<file path="config.mk">
export PLATFORM = sky130hd
export DESIGN_NAME = ram_arbiter
export DESIGN_NICKNAME = d
export VERILOG_FILES = /design/src/rtl/ram_arbiter.sv
export SDC_FILE = /design/constraint.sdc
export NUM_CORES = 1
export LEC_CHECK = 0
export BUFFER_PORTS_ARGS = -buffer_cell sky130_fd_sc_hd__buf_2
export CORE_AREA = 8 8 89 131
export DETAILED_ROUTE_END_ITERATION = 8
export DIE_AREA = 0 0 97 139
export PLACE_DENSITY_LB_ADDON = 0.1
export SLEW_MARGIN = 20
export SYNTH_ARGS = -nofsm -noshare
export SYNTH_HDL_FRONTEND = slang
export SYNTH_SLANG_ARGS = --single-unit
</file>
<file path="constraint.sdc">
create_clock -name clk -period 1.5 [get_ports clk]
set_input_delay 0.225 -clock clk [delete_from_list [all_inputs] [get_ports clk]]
set_output_delay 0.225 -clock clk [all_outputs]
set_load 0.01 [all_outputs]
</file>
<file path="src/rtl/ram_arbiter.sv">
`default_nettype none
// ============================================================================
//  Module   : ram_arbiter
//  Purpose  : Shares the single-port unified RAM between instruction fetch (I)
//             and load/store (D), with registered per-port response slots.
//  Revision : 1.0  initial release
// ============================================================================

typedef enum logic [1:0] {
    MEM_BYTE     = 2'd0,
    MEM_HALFWORD = 2'd1,
    MEM_WORD     = 2'd2
} memory_mask_t;

module ram_arbiter #(
    parameter int ARB_MODE   = 0,
    parameter bit RESET_LAST = 1'b1
) (
    input  logic         clk,
    input  logic         rst_n,

    input  logic         i_req_valid,
    output logic         i_req_ready,
    input  logic [31:0]  i_req_addr,
    output logic         i_rsp_valid,
    output logic [31:0]  i_rsp_data,
    input  logic         i_rsp_ready,

    input  logic         d_req_valid,
    output logic         d_req_ready,
    input  logic         d_req_we,
    input  logic [31:0]  d_req_addr,
    input  logic [31:0]  d_req_wdata,
    input  memory_mask_t d_req_mask,
    output logic         d_rsp_valid,
    output logic [31:0]  d_rsp_data,
    input  logic         d_rsp_ready,

    output logic         ram_we,
    output logic [31:0]  ram_a,
    output logic [31:0]  ram_wd,
    output memory_mask_t ram_mask,
    input  logic [31:0]  ram_rd
);

    localparam bit c_fixed_prio = (ARB_MODE != 0);

    logic        r_last_grant;   // 1 = D was granted last
    logic        r_i_rsp_valid;
    logic [31:0] r_i_rsp_data;
    logic        r_d_rsp_valid;
    logic [31:0] r_d_rsp_data;

    logic w_i_elig;
    logic w_d_elig;
    logic w_grant_i;
    logic w_grant_d;

    // A full slot only accepts a new grant if it is being drained this cycle.
    always_comb begin
        w_i_elig  = i_req_valid && (!r_i_rsp_valid || i_rsp_ready);
        w_d_elig  = d_req_valid && (!r_d_rsp_valid || d_rsp_ready);
        w_grant_i = 1'b0;
        w_grant_d = 1'b0;
        if (w_i_elig && w_d_elig) begin
            if (c_fixed_prio || !r_last_grant) begin
                w_grant_d = 1'b1;
            end else begin
                w_grant_i = 1'b1;
            end
        end else begin
            w_grant_i = w_i_elig;
            w_grant_d = w_d_elig;
        end
    end

    always_comb begin
        ram_we   = 1'b0;
        ram_a    = 32'd0;
        ram_wd   = 32'd0;
        ram_mask = MEM_WORD;
        if (w_grant_i) begin
            ram_a = i_req_addr;
        end else if (w_grant_d) begin
            ram_we   = d_req_we;
            ram_a    = d_req_addr;
            ram_wd   = d_req_wdata;
            ram_mask = d_req_mask;
        end
    end

    always_ff @(posedge clk or negedge rst_n) begin
        if (!rst_n) begin
            r_last_grant  <= RESET_LAST;
            r_i_rsp_valid <= 1'b0;
            r_i_rsp_data  <= 32'd0;
            r_d_rsp_valid <= 1'b0;
            r_d_rsp_data  <= 32'd0;
        end else begin
            if (w_grant_i) begin
                r_last_grant  <= 1'b0;
                r_i_rsp_valid <= 1'b1;
                r_i_rsp_data  <= ram_rd;
            end else if (i_rsp_ready) begin
                r_i_rsp_valid <= 1'b0;
            end

            if (w_grant_d) begin
                r_last_grant  <= 1'b1;
                r_d_rsp_valid <= 1'b1;
                r_d_rsp_data  <= d_req_we ? 32'd0 : ram_rd;
            end else if (d_rsp_ready) begin
                r_d_rsp_valid <= 1'b0;
            end
        end
    end

    assign i_req_ready = w_grant_i;
    assign d_req_ready = w_grant_d;
    assign i_rsp_valid = r_i_rsp_valid;
    assign i_rsp_data  = r_i_rsp_data;
    assign d_rsp_valid = r_d_rsp_valid;
    assign d_rsp_data  = r_d_rsp_data;

endmodule

`default_nettype wire
</file>
Yosys cells after proc, flatten, opt, wreduce, memory -nomap -nowiden
Cells that the tools add are included.
- word-level logic and storage cells: 34
- flip-flop bits (word level): 67
- output and inout port bits: 135
- input port bits: 137
- reduce and logical (&&, ||, !) cells: 10
- multiplexer cells: 19
- operators with widths (cell ; count):
    $mux W32 ; 5
    $mux W1 ; 12
    $reduce_bool A2 Y1 ; 3
    $mux W2 ; 2
    $logic_and A1 B1 Y1 ; 3
    $logic_not A1 Y1 ; 2
    $logic_or A1 B1 Y1 ; 2

Logic depth before layout (Yosys ltp)
- word-level depth: 7
- mapped depth: 5
- gate-level depth less buffers: 4

Worst setup path before layout
OpenSTA, ideal clock, no wires.
- kind: reg2out
- from: reg r_d_rsp_valid, in the netlist d_rsp_valid
- to: out ram_a[22]
- required time: 1.275 ns
- buffers on the path: 1
- slack: -0.198 ns
- data arrival time: 1.473 ns
- cell stages (with the launch flop): 6
- cells stage by stage: dfrtp_1 nor2b_2 o311ai_4 inv_2 buf_2 a22o_1
- elaborated cells on any way between the ends: 8
- classes of those cells: 4 x mux; 4 x reduce/logical
- RTL lines (what ; RTL line ; source):
    start, declared ; 51 ; logic r_d_rsp_valid;
    start signal, assigned ; 97 ; r_d_rsp_valid <= 1'b0;
    start signal, assigned ; 110 ; r_d_rsp_valid <= 1'b1;
    start signal, assigned ; 113 ; r_d_rsp_valid <= 1'b0;
    $logic_not A1 Y1 ; 62 ; w_d_elig = d_req_valid && (!r_d_rsp_valid || d_rsp_ready);
    $logic_or A1 B1 Y1 ; 62 ;
    $logic_and A1 B1 Y1 ; 62 ;
    $logic_and A1 B1 Y1 ; 65 ; if (w_i_elig && w_d_elig) begin
    $mux W1 ; 65 ;
    named net i_req_ready ; 23 ; output logic i_req_ready,
    $mux W32 ; 82 ; if (w_grant_i) begin
    end, declared ; 40 ; output logic [31:0] ram_a,
The timed path passes the listed nets, and every way through them passes these cells.

Worst setup path after layout
- from: reg r_d_rsp_valid, in the netlist d_rsp_valid
- to: out ram_a[23]
- cells in the longest elaborated chain, start to end: 7
- elaborated cells on any way between the ends: 8
- classes of those cells: 4 x mux; 4 x reduce/logical
- RTL lines (what ; RTL line ; source):
    $logic_not A1 Y1 * ; 62 ;
    $logic_or A1 B1 Y1 * ; 62 ;
    $logic_and A1 B1 Y1 * ; 62 ;
    $logic_and A1 B1 Y1 ; 65 ;
    $mux W1 ; 65 ;
    $mux W32 ; 84 ; end else if (w_grant_d) begin
    $mux W32 * ; 82 ;
Mark *: on every way between the ends. The rest lies on a longest branch, timed or not.

==> run_results.csv <==
group,metric,value,unit
route,via_count,3315,
synth,yosys_warnings,0,
route,wl_per_cell,23.0,um
pwr,pwr_density_cell,1260,nW/um2
synth,yosysUniqueCellTypes,22,
setup_path,cp.required,1.27,ns
timing,hold_ws,0.136,ns
die,die_h,139,um
die,die_w,97,um
die,ios,272,
clock_tree,clockBufferDepth,2,
synth,synth_top_area_frac,0.498,
timing,tightest_slew,0.383,ns
synth,netlist_top_cells_area,"dfrtp_1, mux2_2, a22o_1, mux2_1, and2_1",
timing,clock.fmax,491,MHz
setup_path,r2r_slack,-0.33,ns
die,initial_utilization,0.337,
grt,grt_pass1_wl,22.5,mm
route,drt_drc_violations_left,0,
die,die_area,13500,um2
clock_tree,htreeDepth,3,
synth,syn_avg_cell_area,12.8,um2
timing,timing.final.crit_share,1.36,
pwr,peakVddDrop,0.870,mV
clock_tree,tritoncts,"built",
placed_design,numPlacedInstances,644,
route,ant_nets,0,
finish,final_common_cell,"buf_2",
status,status,"finished, violations left",
status,violations,"setup timing",
route,via_per_inst,4.84,
timing,period_minus_slack,2.03,ns
die,placeableCoreArea,9850,um2
timing,slew_violations,0,
timing,rsz0062_at_grt,"yes",
placed_design,io_buffers,271,
finish,areaGrowthSynthToFinish,93.3,%
synth,synth_area,3320,um2
grt,grt_max_degree,68,
timing,setup_viol,133,
timing,max-slew-margin-rel,0.744,
synth,yosysTopAreaCell,"dfrtp_1",
timing,setup_slack,-0.535,ns
clock_tree,clock-root-buffer,"clkbuf_16",
finish,utilization,0.651,
clock_tree,path_clk_slew,0.05,ns
pwr,power,8.09,mW
route,drt_iter0_markers,142,
setup_path,setup.worst_path.class,"register to primary output",
synth,synth_cells,260,
worst_hold_path,min_path_type,"primary input to register",
grt,grt_pass1_vias,3664,
grt,antenna_found_initial,4,
placed_design,place_area,5080,um2
finish,fin_cells,685,
synth,syn-num-nets,397,
placed_design,hpwl,11.4,mm
setup_path,cp-end-kind,"primary output",
route,firstDrtPassIters,4,
clock_tree,clk_latency,0.33,ns
finish,nets,700,
die,fp-row-count,45,
finish,mostFrequentLayoutCells,"buf_2, dfrtp_1, mux2_4",
timing,fin_worst_skew,0.00633,ns
clock_tree,clock_sinks,67,
setup_path,crit_path_start_kind,"register",
timing,final.setup.tns,-44.26,ns
synth,synth_seq_area_share,0.506,
setup_path,crit_fanout,12,
timing,hold_viol_final,0,
placed_design,pre_cts_ws,-0.297,ns
finish,stdcell_area,6410,um2
route,wirelength,15.8,mm
synth,synth_seq_cells,67,
placed_design,place_congestion,0.732,
grt,grt_usage,0.218,
pwr,p_leak,3.48,nW
finish,drive_gt1_frac,0.783,
grt,grt.overflow.total,0,
run,cap_violations,0,
setup_path,arrival,1.81,ns
clock_tree,cts_inserted_buffers,9,
[power by group]
| group | total (mW) | internal [mW] | leakage, nW | switching, mW |
|---|---|---|---|---|
| sequential | 2.51 | 2.25 | 0.820 | 0.256 |
| clock | 2.13 | 1.40 | 0.151 | 0.733 |
| combinational | 3.46 | 2.02 | 2.51 | 1.43 |
[cells in the mapped netlist]
master    instances
dfrtp_1          66
mux2_2           43
and2_1           34
a22o_1           32
nor2b_1          32
mux2_1           21
buf_2             8
buf_4             5
clkbuf_1          3
buf_6             2
clkbuf_2          2
inv_2             2
a311oi_2          1
a31oi_1           1
dfstp_2           1
nand2_1           1
nand2b_1          1
nand2b_4          1
nor2b_2           1
o21ba_2           1
o311ai_4          1
or2_2             1
[routing by layer]
metal	track usage	up-vias	wire, um
li1	-	1522	-
met1	0.253	1590	6200
met2	0.346	174	7780
met3	0.0958	23	1450
met4	0.0757	6	280
met5	0	-	41
[path summary, 6_finish.rpt]
path	start	endpoint	cells past startpoint
setup reg to reg	i_rsp_valid	d_rsp_data[21]	7
max in group asynchronous	rst_n	r_last_grant	3
setup / recovery	d_rsp_valid	ram_a[23]	6
min in group asynchronous	rst_n	d_rsp_data[8]	3
hold reg to reg	i_rsp_data[1]	i_rsp_data[1]	1
hold / removal	ram_rd[16]	i_rsp_data[16]	2
[flip-flops by register name, indices dropped and copies added (netlist names)]
register / flops
d_rsp_valid: 1
r_last_grant: 1
i_rsp_valid: 1
d_rsp_data: 32
i_rsp_data: 32
[logic make-up after synthesis]
family	after synthesis	synth area share
compound gates	36	0.102
buf+inv	22	0.0389
flops	67	0.506
mux	64	0.217
simple gates	71	0.136
[final cells by class]
cell class	instances	area [um2]
fill	781	3440
timing repair buffer	312	2310
multi-input combinational	171	1960
sequential	67	1680
clock buffer	12	267
tap	117	146
clock inverter	2	35.0
inverter	2	7.51
antenna	2	5.00
[repair_timing]
action                                  in CTS  in global routing
gates resized for setup                    109                 46
endpoints found under the hold margin       66                  0
hold buffers                                 1                  0
buffers inserted                            12                 12
pin swaps                                    4                 12
cloned                                       3                  6
endpoints found under the setup margin     133                133
[critical path, stage by stage, from the launching register on]
cell and delay, ns:
dfrtp_1 0.38, nor2b_4 0.15, o311ai_4 0.26, inv_2 0.11, buf_12 0.17, a22o_4 0.26
buf_2 0.15
Note: power is estimated with default switching activity, not from simulation.
